File: src/rtl/delay_sched_pkg.sv
// delay_sched shared types and width helpers.
// Tag ids are stored at the widest supported size (16 requesters).
package delay_sched_pkg;

    localparam int ID_MAX_W = 4;

    function automatic int id_w(input int n);
        return (n > 1) ? $clog2(n) : 1;
    endfunction

    function automatic int cnt_w(input int m);
        return $clog2(m + 1);
    endfunction

    typedef struct packed {
        logic                valid;
        logic [ID_MAX_W-1:0] id;
    } tag_t;

endpackage

File: src/rtl/delay_sched_rr_arbiter.sv
// Combinational round-robin pick: first eligible at or above i_ptr, wrapping.
// The pointer itself lives in the caller.
module rr_arbiter
    import delay_sched_pkg::*;
#(
    parameter int NUM_REQ = 4
) (
    input  logic [NUM_REQ-1:0]          i_elig,
    input  logic [id_w(NUM_REQ)-1:0]    i_ptr,
    output logic [NUM_REQ-1:0]          o_grant,
    output logic [id_w(NUM_REQ)-1:0]    o_idx,
    output logic                        o_any
);
    localparam int ID_W = id_w(NUM_REQ);
    localparam logic [ID_W:0] N_L = (ID_W + 1)'(NUM_REQ);

    logic [NUM_REQ-1:0] w_rot;
    logic [ID_W-1:0]    w_off;
    logic [ID_W:0]      w_sum;

    always_comb begin
        // Rotate so bit k is requester (ptr + k) mod NUM_REQ
        w_rot = NUM_REQ'({i_elig, i_elig} >> i_ptr);
        o_any = 1'b0;
        w_off = '0;
        for (int k = NUM_REQ - 1; k >= 0; k--) begin
            if (w_rot[k]) begin
                o_any = 1'b1;
                w_off = ID_W'(k);
            end
        end
        w_sum = {1'b0, i_ptr} + {1'b0, w_off};
        o_idx = (w_sum >= N_L) ? ID_W'(w_sum - N_L) : ID_W'(w_sum);
        o_grant = o_any ? (NUM_REQ'(1) << o_idx) : '0;
    end

endmodule

File: src/rtl/delay_sched.sv
// Round-robin scheduler for a shared fixed-latency pipe with credit limits
// and owner tags that re-emerge aligned with the pipe output.
module delay_sched
    import delay_sched_pkg::*;
#(
    parameter int NUM_REQ         = 4,
    parameter int WIDTH           = 14,
    parameter int LATENCY         = 6,
    parameter int MAX_OUTSTANDING = 4
) (
    input  logic                       clk,
    input  logic                       reset,
    input  logic [NUM_REQ-1:0]         req_valid,
    input  logic [NUM_REQ*WIDTH-1:0]   req_data,
    output logic [NUM_REQ-1:0]         req_ready,
    output logic                       pipe_valid_in,
    output logic [WIDTH-1:0]           pipe_data_in,
    input  logic [WIDTH-1:0]           pipe_data_out,
    output logic                       rsp_valid,
    output logic [id_w(NUM_REQ)-1:0]   rsp_id,
    output logic [WIDTH-1:0]           rsp_data
);
    localparam int ID_W = id_w(NUM_REQ);
    localparam int CW   = cnt_w(MAX_OUTSTANDING);
    localparam logic [CW-1:0] MAX_C = CW'(MAX_OUTSTANDING);

    logic [ID_W-1:0]    r_ptr;
    logic [CW-1:0]      r_cnt [NUM_REQ];
    tag_t               r_iss_tag;
    logic [WIDTH-1:0]   r_iss_data;
    tag_t               r_tag [LATENCY];

    logic [WIDTH-1:0]   w_req_d [NUM_REQ];
    logic [NUM_REQ-1:0] w_elig;
    logic [NUM_REQ-1:0] w_ret;
    logic [NUM_REQ-1:0] w_grant;
    logic [NUM_REQ-1:0] w_inc;
    logic [ID_W-1:0]    w_gidx;
    logic               w_any;
    logic               w_take;
    tag_t               w_out;

    for (genvar g = 0; g < NUM_REQ; g++) begin : g_unpack
        assign w_req_d[g] = req_data[g*WIDTH +: WIDTH];
    end

    assign w_out = r_tag[LATENCY-1];

    // A slot returning this cycle frees its credit for an immediate regrant
    always_comb begin
        w_ret  = '0;
        w_elig = '0;
        for (int i = 0; i < NUM_REQ; i++) begin
            w_ret[i]  = w_out.valid && (w_out.id == ID_MAX_W'(i));
            w_elig[i] = req_valid[i] && ((r_cnt[i] < MAX_C) || w_ret[i]);
        end
    end

    rr_arbiter #(
        .NUM_REQ (NUM_REQ)
    ) u_arb (
        .i_elig  (w_elig),
        .i_ptr   (r_ptr),
        .o_grant (w_grant),
        .o_idx   (w_gidx),
        .o_any   (w_any)
    );

    assign w_take    = w_any && !reset;
    assign w_inc     = w_take ? w_grant : '0;
    assign req_ready = reset ? '0 : w_grant;

    always_ff @(posedge clk) begin
        if (reset) begin
            r_ptr      <= '0;
            r_iss_tag  <= '0;
            r_iss_data <= '0;
        end else begin
            r_iss_tag.valid <= w_take;
            r_iss_tag.id    <= w_take ? ID_MAX_W'(w_gidx) : '0;
            if (w_take) begin
                r_iss_data <= w_req_d[w_gidx];
                r_ptr      <= (w_gidx == ID_W'(NUM_REQ - 1)) ? '0 : w_gidx + 1'b1;
            end
        end
    end

    always_ff @(posedge clk) begin
        if (reset) begin
            for (int i = 0; i < LATENCY; i++) r_tag[i] <= '0;
        end else begin
            r_tag[0] <= r_iss_tag;
            for (int i = 1; i < LATENCY; i++) r_tag[i] <= r_tag[i-1];
        end
    end

    always_ff @(posedge clk) begin
        for (int i = 0; i < NUM_REQ; i++) begin
            if (reset) r_cnt[i] <= '0;
            else if (w_inc[i] && !w_ret[i]) r_cnt[i] <= r_cnt[i] + 1'b1;
            else if (!w_inc[i] && w_ret[i]) r_cnt[i] <= r_cnt[i] - 1'b1;
        end
    end

    always_ff @(posedge clk) begin
        if (!reset) begin
            for (int i = 0; i < NUM_REQ; i++) begin
                assert (!(w_inc[i] && !w_ret[i] && r_cnt[i] == MAX_C));
                assert (!(w_ret[i] && !w_inc[i] && r_cnt[i] == '0));
            end
        end
    end

    assign pipe_valid_in = r_iss_tag.valid;
    assign pipe_data_in  = r_iss_data;
    assign rsp_valid     = w_out.valid;
    assign rsp_id        = w_out.id[ID_W-1:0];
    assign rsp_data      = pipe_data_out;

endmodule
File: config.mk
export PLATFORM = sky130hd
export DESIGN_NAME = delay_sched
export DESIGN_NICKNAME = d
export VERILOG_FILES = /design/src/rtl/delay_sched_pkg.sv /design/src/rtl/delay_sched_rr_arbiter.sv /design/src/rtl/delay_sched.sv
export SDC_FILE = /design/constraint.sdc
export NUM_CORES = 1
export LEC_CHECK = 0
export CORE_ASPECT_RATIO = 1.75
export CORE_UTILIZATION = 33
export DETAILED_ROUTE_END_ITERATION = 6
export DONT_BUFFER_PORTS = 1
export PLACE_DENSITY = 0.56
export SETUP_SLACK_MARGIN = 0.1
export SLEW_MARGIN = 20
export SYNTH_ARGS = -nofsm -noshare
export SYNTH_HDL_FRONTEND = slang
export SYNTH_SLANG_ARGS = --single-unit
File: constraint.sdc
create_clock -name clk -period 4.32 [get_ports clk]
set_input_delay 0.864 -clock clk [delete_from_list [all_inputs] [get_ports clk]]
set_output_delay 0.864 -clock clk [all_outputs]
set_load 0.02 [all_outputs]
Word-level counts from Yosys, hierarchy flattened
Memory sizes are Yosys's and may differ from the RTL's.
Cells that the tools add are included.
{"block": "totals", "reg_bits": 21, "ramBits": 42, "word_cells": 139, "n_memories": 2}
{"memory": "r_tag", "depth": 6, "word_bits": 5, "rd": 6, "rd_ports_with_merged_regs": 0, "write_ports": 6, "line": "delay_sched.sv:31", "rtl": "tag_t r_tag [LATENCY];"}
{"memory": "r_cnt", "depth": 4, "word_bits": 3, "rd": 4, "rd_ports_with_merged_regs": 0, "write_ports": 4, "line": "delay_sched.sv:28", "rtl": "logic [CW-1:0] r_cnt [NUM_REQ];"}
{"block": "classes", "add_sub_neg": 11, "magnitude_cmp": 6, "n_eq_ne": 4, "shifts": 2, "muxes": 61, "bitwise": 16, "reduce_logical": 32}
{"cell": "two-way mux 1 bit", "count": 35}
{"cell": "two-way mux 5 bit", "count": 6}
{"cell": "binary-select mux 14 bit (select 2 bit)", "count": 1}
{"cell": "two-way mux 14 bit", "count": 2}
{"cell": "two-way mux 3 bit", "count": 8}
{"cell": "logical AND 1 bit", "count": 17}
{"cell": "OR 1 bit", "count": 14}
{"cell": "adder 3 x 1 -> 3 bit, second input constant", "count": 4}
{"cell": "less-than comparator 3 bit, second input constant", "count": 4}
{"cell": "two-way mux 2 bit", "count": 6}
{"cell": "two-way mux 4 bit", "count": 3}
{"cell": "subtractor 3 x 1 -> 3 bit, second input constant", "count": 4}
{"cell": "logical NOT 1 bit", "count": 9}
{"cell": "== test 4 x 2 -> 1 bit, second input constant", "count": 2}
{"cell": "right shift 8 x 2 -> 4 bit", "count": 1}
{"cell": ">= comparator 3 bit, second input constant", "count": 2}
{"cell": "== test 4 x 1 -> 1 bit, second input constant", "count": 1}
{"cell": "logical NOT 4 bit", "count": 1}
{"cell": "logical OR 1 bit", "count": 4}
{"cell": "left shift 1 x 2 -> 4 bit, first input constant", "count": 1}
{"cell": "adder 2 x 2 -> 3 bit", "count": 1}
{"cell": "inverter 2 -> 3 bit", "count": 1}
{"cell": "adder 2 x 1 -> 2 bit, second input constant", "count": 1}
{"cell": "== test 2 bit, second input constant", "count": 1}
{"cell": "other kinds (3)", "count": 3}

Depth between registers and ports, before layout
Gate-level depths: netlist of run 1.
{"block": "logic_depth", "ltp_word": 22, "ltp_mapped": 17, "ltp_nobuf": 15}

Cells and area by module
From an unflattened synthesis of run 1, not the netlist that was laid out.
{"block": "unflattened", "cells_unflattened": 260, "hier_area_um2": 2743.9}
{"module": "delay_sched", "n_inst": 1, "cells_each": 222, "area_each_um2": 2482.4}
{"module": "rr_arbiter", "n_inst": 1, "cells_each": 38, "area_each_um2": 261.5}

Worst setup path before layout of run 1
OpenSTA, ideal clock, no wires.
{"block": "synth_timing", "path_kind": "reg2reg", "startpoint": "memory r_tag[0][29] in the netlist's numbering", "endpoint": "memory r_cnt[2][2] in the netlist's numbering (data pin)", "setup_time_ns": 0.266, "arrival_ns": 3.977, "required_ns": 4.054, "path_slack_ns": 0.077, "stages_incl_launch_ff": 18, "path_buffers": 3, "synth_period_minus_slack_ns": 4.243, "cell_sequence": "dfxtp_1 or3b_1 buf_4 a21boi_4 nor3_1 a311oi_1 o221ai_1 ha_1 clkbuf_1 buf_1 inv_1 ha_1 a21oi_1 nand2b_1 fa_1 xnor2_1 mux2i_1 nor2_1"}
{"element": "start: declaration", "line": "delay_sched.sv:31"}
{"element": "end: declaration", "line": "delay_sched.sv:28"}

==> results.cfg, run 1 <==
[outcome]
outcome = completed

[drt]
drt_iter0_drc = 162
routed_wl_um = 6872
first_pass_iters = 4
wl_per_cell_um = 16.48
vias_per_cell = 5.568
drc = 0
routed-via-count = 2322
postRouteAntennaNets = 0

[die]
die_x_um = 75.97
fp.dieArea_um2 = 9984
rows = 46
initial_core_util = 0.3452
dieHeight_um = 131.4
io_pins = 112
coreArea_um2 = 9151

[timing]
setup_viol = 0
max_freq_ghz = 0.2484
worst_clock_skew_ns = 0.002700
maxSlewHeadroom = 0.5764
rsz0062_at_grt = no
drv_slew = 0
hold_viol_final = 0
fin_crit_sh = 0.9320
tns_ns = 0
fin_crit_ns = 4.026
worst_slew_pin_slew_ns = 0.6339

[critical_path]
critPathArrivalTime_ns = 3.16
end_kind = output port
cp_cell_sequence = or3b_4 > a21boi_4 > nor3_1 > a311oi_1 > o221ai_1 > ha_1 > xor2_2 > xnor2_1 > ha_1 > and2_1
path_max_fanout = 8
slowest_delay_ns = 0.46
critPathLaunchType = register
r2r_start = r_tag[0][29]$_SDFF_PP0_
worstPathBufferInverterCount = 0
crit_family = simple AND/OR/NAND/NOR gates
crit_top_cell = ha_1
slowest_stage = or3b_4
worst_ep_required_time_ns = 3.46
path_class = reg2out
critPathLaunch = r_tag[0][29]$_SDFF_PP0_

[clock_tree]
clock-root-buffer = clkbuf_16
path_clk_slew_ns = 0.07
cts_made_buffers = 5
cts_htree_levels = 2
cts.path.max_buffers = 2
ctsHoldBuffers = 0
clock_latency_ns = 0.29
clock_sinks = 49
cts_tree = yes

[place]
port_buffers = 0
dpl.hpwl_um = 4899
place_inst = 406
gp_congestion = 0.7437

[global_routing]
antenna_found_initial = 0
grt_pass1_vias = 2371
grtUsageTotal = 0.1434
grt_pass1_wl_um = 11440
grt_max_degree = 53
grt_overflow = 0

[cells_and_area]
diodes = 0
fin_cells = 417
fillCellCount = 917
nets = 384
syn2layout_area_growth_pct = 5.386
drive_above_1_share = 0.1717

[synthesis]
postSynthAreaPerCell_um2 = 10.06
netlist_instances = 314
synth_common_cells = dfxtp_1, mux2i_1, a221oi_1
synth_edf_count = 12
netlist_area_um2 = 3159
yosysWarnings = 0
synth_ff_type = dfxtp_1
yosysTopAreaCellShare = 0.2345
ys_types = 48
synth_top_cell_by_area = dfxtp_1
syn_nets = 402
async_flop_share = 0
synth.most_common_cell = dfxtp_1
synth-seq-area-share = 0.3485
synth-seq-cells = 49
ys_top_cells_by_area = dfxtp_1, edfxtp_1, mux2i_1

[hold_path]
worstHoldPathType = reg2reg
hp-start = r_tag[0][5]$_SDFF_PP0_

[power]
p_per_area_nw_per_um2 = 819.9
vdd_drop_max_uv = 648.6
total_leakage_power_nw = 1.284

[job]
cap_violations = 0
[worst reg2reg max path, cell delays in order (launching register included)]
cell and delay (ns):
dfxtp_1 0.43, or3b_4 0.46, a21boi_4 0.24, nor3_1 0.08, a311oi_1 0.26, o221ai_1 0.15, ha_1 0.28, xnor2_2 0.26
xnor2_1 0.12, ha_1 0.23, a21oi_2 0.19, nand2b_1 0.10, fa_1 0.39, xnor2_1 0.18, mux2i_1 0.20, nor2_1 0.05
[flip-flops by register name, summed over array words and instances (netlist names)]
register	count
r_ptr	2
r_iss_tag	2
r_cnt	12
pipe_valid_in	1
pipe_data_in	14
r_tag	18
[area by class of cell]
cell class	count	area, um^2	share of cell area
tap	120	150.1	0.04510
sequential	49	1101	0.3307
clock inverter	3	21.27	0.006389
clock buffer	5	125.1	0.03758
timing repair buffer	10	75.07	0.02255
inverter	13	48.80	0.01466
multi-input combinational	217	1808	0.5430
[path summary, 6_finish.rpt]
kind	to	cells past startpoint	slack, ns
worst max-delay path	req_ready[1]	10	0.29
worst min-delay path	r_tag[0][10]$_SDFF_PP0_	1	0.44
worst max register to register	r_cnt[2][2]$_SDFFCE_PN0P_	15	0.47
worst min register to register	r_tag[0][10]$_SDFF_PP0_	1	0.44
[layout by cell type (no fill, tap or decap), types with 3 or more instances in the layout]
| cell | n |
|---|---|
| clkbuf_16 | 5 |
| nor2_1 | 11 |
| nand2b_1 | 4 |
| buf_4 | 10 |
| o21bai_1 | 15 |
| dfxtp_1 | 37 |
| a221oi_1 | 28 |
| nand4_1 | 5 |
| inv_1 | 13 |
| xnor2_1 | 6 |
| a21oi_1 | 5 |
| o21ai_1 | 3 |
| mux2_2 | 14 |
| nor2b_1 | 18 |
| or3_1 | 3 |
| ha_1 | 11 |
| nor3_1 | 7 |
| nand2_1 | 12 |
| edfxtp_1 | 12 |
| a311oi_1 | 6 |
| mux2i_1 | 30 |
[logic make-up after synthesis]
kind of cell / synth area share
compound gates: 0.1921
xor+xnor: 0.02772
mux: 0.1450
flops: 0.3485
simple gates: 0.1477
fa+ha+maj: 0.04990
buf+inv: 0.08911
[timing repair]
action / in CTS / in global routing
resized for setup: 2 / 5
endpoints found under the setup margin: 4 / 5
pin swaps: 0 / 1
cloned: 0 / 0
setup buffers: 0 / 3
[through the flow]
stage / hold WS (ns) / setup WS, ns / power (W) / area [um^2] / util
final: 0.4363 / 0.2937 / 0.002730 / 3329 / 0.3638
after global routing: 0.4527 / 0.1052 / 0.002942 / 3329 / 0.3638
after CTS: 0.4374 / 0.1114 / 0.002719 / 3291 / 0.3596
after detailed placement: 0.4239 / 0.1293 / 0.002295 / 3129 / 0.3419
after global placement: 0.4191 / 0.2194 / 0.002263 / 3129 / 0.3419
after floorplan: 0.4138 / 0.3168 / 0.002085 / 3161 / -
[per-layer routing]
| layer | wire (um) | GRT usage | vias up |
|---|---|---|---|
| li1 | - | - | 1119 |
| met1 | 2656 | 0.1460 | 1108 |
| met2 | 3659 | 0.2712 | 81 |
| met3 | 421 | 0.03472 | 14 |
| met4 | 134 | 0.06303 | 0 |
| met5 | 0 | 0 | - |
[power by group]
part	internal [W]	leakage (nW)	total (W)	switching, W
logic	0.000655	0.783	0.00151	0.000857
registers	0.000636	0.432	0.000817	0.000181
clock network	0.000216	0.0702	0.000400	0.000184
Power figures use the tool's default switching activity.
==> run 2: changes to the inputs <==
--- a/config.mk
+++ b/config.mk
@@ -7,6 +7,7 @@
 export LEC_CHECK = 0
 export CORE_ASPECT_RATIO = 1.75
 export CORE_UTILIZATION = 33
+export CTS_CLUSTER_SIZE = 8
 export DETAILED_ROUTE_END_ITERATION = 6
 export DONT_BUFFER_PORTS = 1
 export PLACE_DENSITY = 0.56
@@ -14,4 +15,5 @@
 export SLEW_MARGIN = 20
 export SYNTH_ARGS = -nofsm -noshare
 export SYNTH_HDL_FRONTEND = slang
+export SYNTH_HIERARCHICAL = 1
 export SYNTH_SLANG_ARGS = --single-unit
==> results.cfg, run 2 <==
[die]
dieHeight_um = 122.6
initial_core_util = 0.3423
io_pins = 112
rows = 43
die_x_um = 70.93
coreArea_um2 = 8016
fp.dieArea_um2 = 8698

[power]
power_w = 0.002305
vdd_drop_max_uv = 290.4
total_leakage_power_nw = 1.205
p_per_area_nw_per_um2 = 782.5

[synthesis]
synth.area.mux_share = 0.1915
netlist_area_um2 = 2744
synth_edf_count = 12
ys_types = 43
ys_top_cells_by_area = dfxtp_1, edfxtp_1, mux4_2
synthAdderAreaFrac = 0.04378
synth_top_family_by_area = multiplexers
synth-simple-area-share = 0.1774
async_flop_share = 0
yosysWarnings = 6
yosysTopAreaCellShare = 0.2699
netlist_instances = 260
postSynthAreaPerCell_um2 = 10.55
syn_nets = 345
synth_compound_gate_area_share = 0.05381
synth.most_common_cell = dfxtp_1
synth_common_cells = dfxtp_1, nor2b_1, mux2i_1
synth-seq-area-share = 0.4013
synth_top_cell_by_area = dfxtp_1
synth-seq-cells = 49
synthXorXnorAreaFrac = 0.04150
synth_ff_type = dfxtp_1

[clock_tree]
path_clk_slew_ns = 0.07
cts_tree = yes
cts_htree_levels = 2
cts_made_buffers = 5
clock_latency_ns = 0.29
clock_sinks = 49
ctsHoldBuffers = 0
cts.path.max_buffers = 2
clock-root-buffer = clkbuf_16

[cells_and_area]
largest_reg_flops = 18
layout_commonest_cell = dfxtp_1
regMostFlops = r_tag
diodes = 0
syn2layout_area_growth_pct = 7.341
nets = 334
mostFrequentLayoutCells = dfxtp_1, nor2b_1, mux2i_1, nor2_1
finish.utilization = 0.3674
drive_above_1_share = 0.1880

[timing]
worst_clock_skew_ns = 0.005685
max_freq_ghz = 0.2547
fin_crit_sh = 0.9087
hold_viol_final = 0
fin_crit_ns = 3.926
maxSlewHeadroom = 0.3954
rsz0062_at_grt = no
worst_slew_pin_slew_ns = 0.9024
setup_viol = 0
drv_slew = 0
tns_ns = 0

[global_routing]
grtUsageTotal = 0.1252
grt_overflow = 0
grt_pass1_vias = 1828
grt_max_degree = 56
grt_pass1_wl_um = 8349
antenna_found_initial = 0

[drt]
first_pass_iters = 7
wl_per_cell_um = 15.15
drt_iter0_drc = 62
postRouteAntennaNets = 0
routed_wl_um = 5152
vias_per_cell = 5.194
drc = 4
routed-via-count = 1766

[critical_path]
critPathArrivalTime_ns = 3.06
r2r_cells = 17
path_max_fanout = 7
r2r-end = r_cnt[2][2]$_SDFFCE_PN0P_
cp_cell_sequence = or3b_4 > a21boi_1 > buf_4 > inv_1 > o21ai_0 > a21oi_1 > o31a_1 > ha_1 > xnor2_2 > nand2_1 > mux2i_1 > nor2b_1 > buf_4
crit_top_cell = buf_4
path_class = reg2out
end_kind = output port
r2r_start = r_tag[0][27]$_SDFF_PP0_
worst_ep_required_time_ns = 3.46
slowest_stage = or3b_4
r2r_setup_slack_ns = 0.63
critPathLaunchType = register
slowest_delay_ns = 0.42

[outcome]
violations = design-rule violations
outcome = finished with violations

[job]
cap_violations = 0

[place]
dpl.hpwl_um = 3789
port_buffers = 0
gp_congestion = 0.7037

[hold_path]
hp-start = r_tag[0][9]$_SDFF_PP0_
min_path_cells = 1
min_to = r_tag[0][14]$_SDFF_PP0_
worstHoldPathType = reg2reg
-- run 2: changes by cell type after synthesis, sizes merged, moves of 6 or more --
cell    change
mux2i       -9
nor2b       +7
nor2        +7
mux2       -14
o21bai     -15
mux4       +14
a311oi      -6
a221oi     -28
-- run 2: cells by family after synthesis --
family                     Yosys count
xor gates and xnor gates            13
buffers and inverters               45
and+or+nand+nor                     88
adders and majority gates            9
muxes                               35
AOI/OAI and AO/OA                   21
DFF                                 49
-- run 2: how the worst max path moves through the flow --
stage	from	depth (start not counted)	slack [ns]	endpoint
after detailed placement	req_valid[0]	12	0.39	req_ready[1]
after floorplan	r_tag[0][27]$_SDFF_PP0_	12	0.23	req_ready[1]
after CTS	r_tag[0][23]$_SDFF_PP0_	13	0.20	req_ready[1]
after global routing	r_tag[0][27]$_SDFF_PP0_	13	0.11	req_ready[3]
final	r_tag[0][27]$_SDFF_PP0_	13	0.39	req_ready[2]
after global placement	req_valid[0]	12	0.48	req_ready[1]
-- run 2: cell type report --
cell class | count | area (um^2)
flip-flops and latches | 49 | 1101
inverters | 13 | 48.80
clock inverters | 3 | 28.78
well taps | 90 | 112.6
fillers | 778 | 5071
multi-input cells | 166 | 1424
clock buffers | 5 | 125.1
repair buffers | 14 | 105.1
-- run 2: report_power, final --
part           total (W)  leakage (nW)  switching, W  internal [W]
sequential      0.000763         0.430      0.000149      0.000614
combinational    0.00113         0.699      0.000550      0.000585
clock           0.000407        0.0763      0.000185      0.000222
total            0.00230          1.21      0.000884       0.00142
-- run 2: metrics by stage --
step | cell area, um^2 | hold slack, ns | std cells | worst slack, ns
global route | 2945 | 0.4496 | 340 | 0.1072
floorplan | 2744 | 0.4138 | 260 | 0.2338
global placement | 2754 | 0.4154 | 330 | 0.4779
finish | 2945 | 0.4374 | 340 | 0.3944
CTS | 2915 | 0.4410 | 338 | 0.1950
detailed placement | 2754 | 0.4242 | 330 | 0.3948
-- run 2: per-layer routing --
metal	GRT usage	vias to the layer above	part of all wire
met5	0	-	0
met4	0.05750	0	0.018
met3	0.03120	7	0.077
met2	0.2320	83	0.53
met1	0.1310	818	0.38
li1	-	858	-
-- run 2: worst max-delay path: cells and delay by family, from the launching register on --
kind                       cells  cell delay (ns)
AOI/OAI and AO/OA              4             0.67
adders and majority gates      1             0.23
and+or+nand+nor                3             0.71
xor gates and xnor gates       1             0.23
buffers and inverters          3             0.37
DFF                            1             0.33
muxes                          1             0.24
-- run 2: repair_timing --
| item | CTS | global route |
|---|---|---|
| buffers inserted | 0 | 2 |
| resized for setup | 1 | 4 |
| endpoints found under the setup margin | 1 | 4 |
| cloned | 0 | 0 |
